## config.mk

```make
export PLATFORM = sky130hd
export DESIGN_NAME = serial_bit_deserializer
export DESIGN_NICKNAME = d
export VERILOG_FILES = /design/src/rtl/serial_deser_pkg.sv /design/src/rtl/deser_shift_reg.sv /design/src/rtl/serial_bit_deserializer.sv
export SDC_FILE = /design/constraint.sdc
export NUM_CORES = 1
export LEC_CHECK = 0
export CORE_UTILIZATION = 46
export DETAILED_ROUTE_END_ITERATION = 7
export GPL_ROUTABILITY_DRIVEN = 0
export PLACE_DENSITY = 0.78
export SLEW_MARGIN = 20
export SYNTH_ARGS = -nofsm -noshare
export SYNTH_HDL_FRONTEND = slang
export SYNTH_HIERARCHICAL = 1
export SYNTH_SLANG_ARGS = --single-unit
```

## constraint.sdc

```tcl
create_clock -name clk -period 1.6 [get_ports clk]
set_input_delay 0.32 -clock clk [delete_from_list [all_inputs] [get_ports clk]]
set_output_delay 0.32 -clock clk [all_outputs]
set_load 0.05 [all_outputs]
```

## src/rtl/serial_deser_pkg.sv

```systemverilog
// Shared definitions for the serial bit deserializer.
//   deser_state_e : collection FSM states (COLLECT accepts bits, STALL holds a
//                   finished word in the shift register until the output drains)
//   cnt_width()   : width of the in-word bit counter for a given word width
package serial_deser_pkg;

    typedef enum logic [0:0] {
        COLLECT = 1'b0,
        STALL   = 1'b1
    } deser_state_e;

    // Bits needed to count 0 .. dw-1; never narrower than one bit.
    function automatic int cnt_width(input int dw);
        int w;
        w = $clog2(dw);
        if (w < 1) begin
            w = 1;
        end else begin
            w = w;
        end
        return w;
    endfunction

endpackage

```

## src/rtl/deser_shift_reg.sv

```systemverilog
// Parameterized shift register with selectable bit order.
//   clk, rst_n : clock, asynchronous active-low reset
//   clr        : synchronous clear; when combined with shift_en the incoming
//                bit lands in an otherwise empty register
//   shift_en   : shift bit_in into the register this cycle
//   bit_in     : serial input bit
//   q          : current register contents
//   q_next     : value the register takes at the next rising edge
module deser_shift_reg #(
    parameter int W         = 8,
    parameter bit MSB_FIRST = 1'b1
) (
    input  logic         clk,
    input  logic         rst_n,
    input  logic         clr,
    input  logic         shift_en,
    input  logic         bit_in,
    output logic [W-1:0] q,
    output logic [W-1:0] q_next
);

    logic [W-1:0] sr_q;
    logic [W-1:0] sr_d;
    logic [W-1:0] base_s;

    // Next-state: optional clear, then optional shift in the chosen direction.
    always_comb begin
        sr_d   = sr_q;
        base_s = clr ? {W{1'b0}} : sr_q;
        if (shift_en) begin
            if (MSB_FIRST) begin
                sr_d = {base_s[W-2:0], bit_in};
            end else begin
                sr_d = {bit_in, base_s[W-1:1]};
            end
        end else begin
            sr_d = base_s;
        end
    end

    // Shift register storage.
    always_ff @(posedge clk or negedge rst_n) begin
        if (!rst_n) begin
            sr_q <= {W{1'b0}};
        end else begin
            sr_q <= sr_d;
        end
    end

    assign q      = sr_q;
    assign q_next = sr_d;

endmodule

```

## src/rtl/serial_bit_deserializer.sv

```systemverilog
// Serial-to-parallel word assembler with a one-word output holding register.
//   clk, rst_n            : clock, asynchronous active-low reset
//   ser_valid/ser_bit     : serial bit stream, accepted when ser_ready is high
//   ser_sof               : start-of-word marker on an accepted bit
//   ser_ready             : bit can be accepted (depends on FSM state only)
//   data_out/out_valid    : assembled word and its valid flag
//   out_ready             : consumer takes data_out this cycle
//   sync_err              : one-cycle pulse when a partial word is discarded
module serial_bit_deserializer
    import serial_deser_pkg::*;
#(
    parameter int DATA_WIDTH = 8,
    parameter bit MSB_FIRST  = 1'b1
) (
    input  logic                  clk,
    input  logic                  rst_n,
    input  logic                  ser_valid,
    input  logic                  ser_bit,
    input  logic                  ser_sof,
    output logic                  ser_ready,
    output logic [DATA_WIDTH-1:0] data_out,
    output logic                  out_valid,
    input  logic                  out_ready,
    output logic                  sync_err
);

    localparam int              CNT_W    = cnt_width(DATA_WIDTH);
    localparam logic [CNT_W-1:0] CNT_LAST = CNT_W'(DATA_WIDTH - 1);

    deser_state_e            state_q, state_d;
    logic [CNT_W-1:0]        cnt_q, cnt_d;
    logic [DATA_WIDTH-1:0]   data_out_q, data_out_d;
    logic                    out_valid_q, out_valid_d;
    logic                    sync_err_q, sync_err_d;

    logic                    accept_s;
    logic                    restart_s;
    logic                    complete_s;
    logic                    drain_s;
    logic [DATA_WIDTH-1:0]   sr_q_s;
    logic [DATA_WIDTH-1:0]   sr_next_s;

    assign ser_ready  = (state_q == COLLECT);
    assign accept_s   = ser_valid && ser_ready;
    // A start-of-word marker mid-word realigns: the partial word is dropped.
    assign restart_s  = accept_s && ser_sof && (cnt_q != {CNT_W{1'b0}});
    assign complete_s = accept_s && (cnt_q == CNT_LAST) && !restart_s;
    assign drain_s    = out_valid_q && out_ready;

    deser_shift_reg #(
        .W         (DATA_WIDTH),
        .MSB_FIRST (MSB_FIRST)
    ) u_shift (
        .clk      (clk),
        .rst_n    (rst_n),
        .clr      (restart_s),
        .shift_en (accept_s),
        .bit_in   (ser_bit),
        .q        (sr_q_s),
        .q_next   (sr_next_s)
    );

    // Bit counter and resynchronisation pulse.
    always_comb begin
        cnt_d      = cnt_q;
        sync_err_d = restart_s;
        if (restart_s) begin
            cnt_d = CNT_W'(1);
        end else if (complete_s) begin
            cnt_d = {CNT_W{1'b0}};
        end else if (accept_s) begin
            cnt_d = cnt_q + CNT_W'(1);
        end else begin
            cnt_d = cnt_q;
        end
    end

    // FSM next-state and output holding register update.
    always_comb begin
        state_d     = state_q;
        data_out_d  = data_out_q;
        out_valid_d = out_valid_q;
        case (state_q)
            COLLECT: begin
                if (complete_s) begin
                    // Slot is free if empty or being drained this same cycle.
                    if (!out_valid_q || out_ready) begin
                        data_out_d  = sr_next_s;
                        out_valid_d = 1'b1;
                    end else begin
                        state_d = STALL;
                    end
                end else if (drain_s) begin
                    out_valid_d = 1'b0;
                end else begin
                    out_valid_d = out_valid_q;
                end
            end
            STALL: begin
                // Held word sits complete in the shift register.
                if (drain_s) begin
                    data_out_d  = sr_q_s;
                    out_valid_d = 1'b1;
                    state_d     = COLLECT;
                end else begin
                    state_d = STALL;
                end
            end
            default: begin
                state_d = COLLECT;
            end
        endcase
    end

    // State, counter and output registers.
    always_ff @(posedge clk or negedge rst_n) begin
        if (!rst_n) begin
            state_q     <= COLLECT;
            cnt_q       <= {CNT_W{1'b0}};
            data_out_q  <= {DATA_WIDTH{1'b0}};
            out_valid_q <= 1'b0;
            sync_err_q  <= 1'b0;
        end else begin
            state_q     <= state_d;
            cnt_q       <= cnt_d;
            data_out_q  <= data_out_d;
            out_valid_q <= out_valid_d;
            sync_err_q  <= sync_err_d;
        end
    end

    assign data_out  = data_out_q;
    assign out_valid = out_valid_q;
    assign sync_err  = sync_err_q;

endmodule
```

==> results.toml <==
[outcome]
outcome = "finished with violations"
violations = "setup timing"

[worst_setup_path]
slowest_delay_ns = 0.42
worst-r2r-cell-count = 9
critPathCaptureType = "flip-flop"
crit_slowest_cell = "dfrtp_1"
cp-start-kind = "flip-flop"
path_max_fanout = 7
crit_arrival_ns = 1.95
r2r-end = "data_out[0]"
crit_chain = "inv_2, ha_4, nand2b_4, nand2_4, nor2_4, buf_6, nor2_2, a22o_1, a221o_1"
worstPathRequired_ns = 1.81
r2r_start = "cnt_q[0]"
rrSetupSlack_ns = -0.13
worst-setup-path-type = "flip-flop to flip-flop"
cp-startpoint = "cnt_q[0]"

[synth]
synth_fa_ha_area_frac = 0.03460
synthSimpleGateAreaFrac = 0.1661
netlist_area_mm2 = 0.001085
yosysWarnings = 6
synth_cells = 107
syn-num-nets = 116
synthXorXnorAreaFrac = 0
synth_top_family_by_area = "simple AND/OR/NAND/NOR gates"
synth.avg_cell_area_um2 = 10.14
synth_compound_area_frac = 0.1638
ys_types = 25
synthMuxAreaShare = 0.06459
ys_seq_area_frac = 0.5075
ys_ff_latch = 22

[sta]
fmax_ghz = 0.5776
fin_ws_ns = -0.1314
relSlewSlack = 0.6492
post-route-period-util = 1.082
tightest_slew_ns = 0.5251
fin_worst_skew_ns = 0.005996
hold_ws_ns = 0.3227
rsz0062_at_grt = "yes"
tns_ns = -0.2226
finalCriticalPeriod_ns = 1.731
maxSlewViolCount = 0
finalHoldViolations = 0
setup_violations = 6

[floorplanning]
die_h_um = 50.56
dieArea_mm2 = 0.002556
ios = 17
row_count = 17
coreArea_mm2 = 0.002212
start_util = 0.4904
die_w_um = 50.56

[finish]
final_nets = 151
area.growth.synth_to_final_pct = 49.02
diodes = 0
drive_above_1_share = 0.3830

[place]
port_buffers = 16
dp_hpwl_um = 1791

[route]
drc = 0
wl_per_cell_um = 18.40
viasPerCell = 5.793
drt-pass1-iter-count = 5
vias = 979
drt_iter0_drc = 45
ant_nets = 0
drt-total-wl_um = 3110

[pwr]
vdd_ir_drop_max_v = 0.0009171
leakagePower_nw = 0.7703
p_per_area_mw_per_mm2 = 1375

[clocking]
clkLatencyLatePin_ns = 0.32
cts_buffers = 3
cts_sinks = 22
htree_num_levels = 1
cts_max_path_buffers = 2
cts_tree = "yes"
cts_root_buf = "clkbuf_4"
path_clk_slew_ns = 0.13

[global_routing]
grt_pass1_vias = 967
antenna_found_initial = 0
grt_overflow = 0
grt_max_degree = 23
track_usage = 0.2531
grt_pass1_wl_um = 4664

[run]
drv_cap = 0

[min_path]
hp-class = "input pin to asynchronous set/reset pin"
-- kinds of logic (layout without fill, tap and decap cells) --
family,count (synthesis),count (layout)
compound gates,24,24
fa+ha+maj,3,3
buf+inv,12,46
flops,22,22
mux,7,7
simple gates,39,39
-- layout make-up --
cell class              count  area, um2
inverters                   5      23.77
repair buffers             37      417.9
multi-input cells          73      561.8
clock buffers               4      26.28
well taps                  28      35.03
fillers                   149      595.6
flip-flops and latches     22      551.8
-- worst max path at each step --
stage | to | slack (ns) | cells past startpoint
3_5_place_dp | data_out[3] | -0.28 | 6
2_1_floorplan | data_out[0] | -0.07 | 9
3_3_place_gp | data_out[5] | -0.25 | 6
6_report | data_out[0] | -0.13 | 9
5_1_grt | data_out[0] | -0.19 | 9
4_1_cts | data_out[0] | -0.07 | 9
-- where the power goes --
group          total, mW  internal (mW)  switching (mW)
combinational       1.11          0.566           0.548
clock              0.278         0.0977           0.180
sequential         0.830          0.680           0.151
-- layer usage --
layer	GRT usage	wire length, um	vias to the layer above
met3	0.06667	157	4
li1	-	-	451
met5	0	0	-
met1	0.3262	1257	486
met4	0.07870	33	0
met2	0.4133	1662	38
-- through the flow --
step | cells | cell area (um2) | util | worst slack [ns] | total power, mW
2_1_floorplan | 107 | 1089 | - | -0.06778 | 1.239
6_report | 169 | 1617 | 0.7308 | -0.1314 | 2.222
5_1_grt | 169 | 1617 | 0.7308 | -0.1923 | 2.323
4_1_cts | 166 | 1508 | 0.6816 | -0.06658 | 2.035
3_3_place_gp | 156 | 1409 | 0.6369 | -0.2469 | 1.634
3_5_place_dp | 156 | 1409 | 0.6369 | -0.2842 | 1.670
-- cell usage in the layout (no fill, tap or decap) --
cell type        instances
dfrtp_1                 21
buf_4                   19
nand2_1                 12
o21ai_0                 10
nand3_1                  9
buf_12                   9
a221o_1                  8
mux2i_1                  6
nor2_1                   5
clkdlybuf4s50_1          5
nor2_2                   4
buf_6                    4
ha_4                     3
clkbuf_4                 3
inv_2                    2
nor2_4                   2
inv_1                    2
nor2b_1                  2
nand2b_2                 1
nand2b_4                 1
nand2_4                  1
inv_6                    1
and2_1                   1
a41oi_1                  1
a32o_1                   1
and4_4                   1
a31oi_4                  1
a221oi_1                 1
a21oi_1                  1
clkbuf_1                 1
dfrtp_2                  1
a22o_1                   1
mux2i_2                  1
-- synth_stat cells --
library cell | instances | area [um2]
a32o_1 | 1 | 10.01
a221o_1 | 8 | 80.08
a221oi_1 | 1 | 8.760
nor2_2 | 1 | 6.260
a31oi_1 | 1 | 6.260
and4_4 | 1 | 11.26
a22o_1 | 1 | 8.760
inv_1 | 4 | 15.01
mux2i_1 | 7 | 70.07
a21oi_1 | 1 | 5.000
nand2_1 | 13 | 48.80
inv_2 | 1 | 3.750
a41oi_1 | 1 | 8.760
nand2b_1 | 2 | 12.51
nor2b_1 | 2 | 12.51
buf_2 | 1 | 5.000
clkbuf_1 | 2 | 7.510
and2_1 | 1 | 6.260
o21ai_0 | 10 | 50.05
nand3_1 | 9 | 45.04
ha_1 | 3 | 37.54
dfrtp_1 | 22 | 550.5
nor2_1 | 10 | 37.54
buf_6 | 2 | 22.52
buf_4 | 2 | 15.01
-- critical path: cells and delay by family, from the launching register on --
family	cells	cell delay, ns
adders and majority gates	1	0.17
buffers and inverters	2	0.21
AOI/OAI and AO/OA	2	0.55
DFF	1	0.42
and+or+nand+nor	4	0.27
-- registers in the layout, summed over array words and instances, names as in the netlist --
signal / count
cnt_q: 3
data_out: 8
out_valid: 1
u_shift/q: 8
state_q: 1
sync_err: 1
-- timing repair --
action	4_1_cts	5_1_grt
gates cloned	0	0
setup endpoints to repair	8	8
setup buffers	6	5
pin swaps	6	10
gates resized for setup	8	18
hold buffers	0	0
Note: power is estimated with default switching activity, not from simulation.
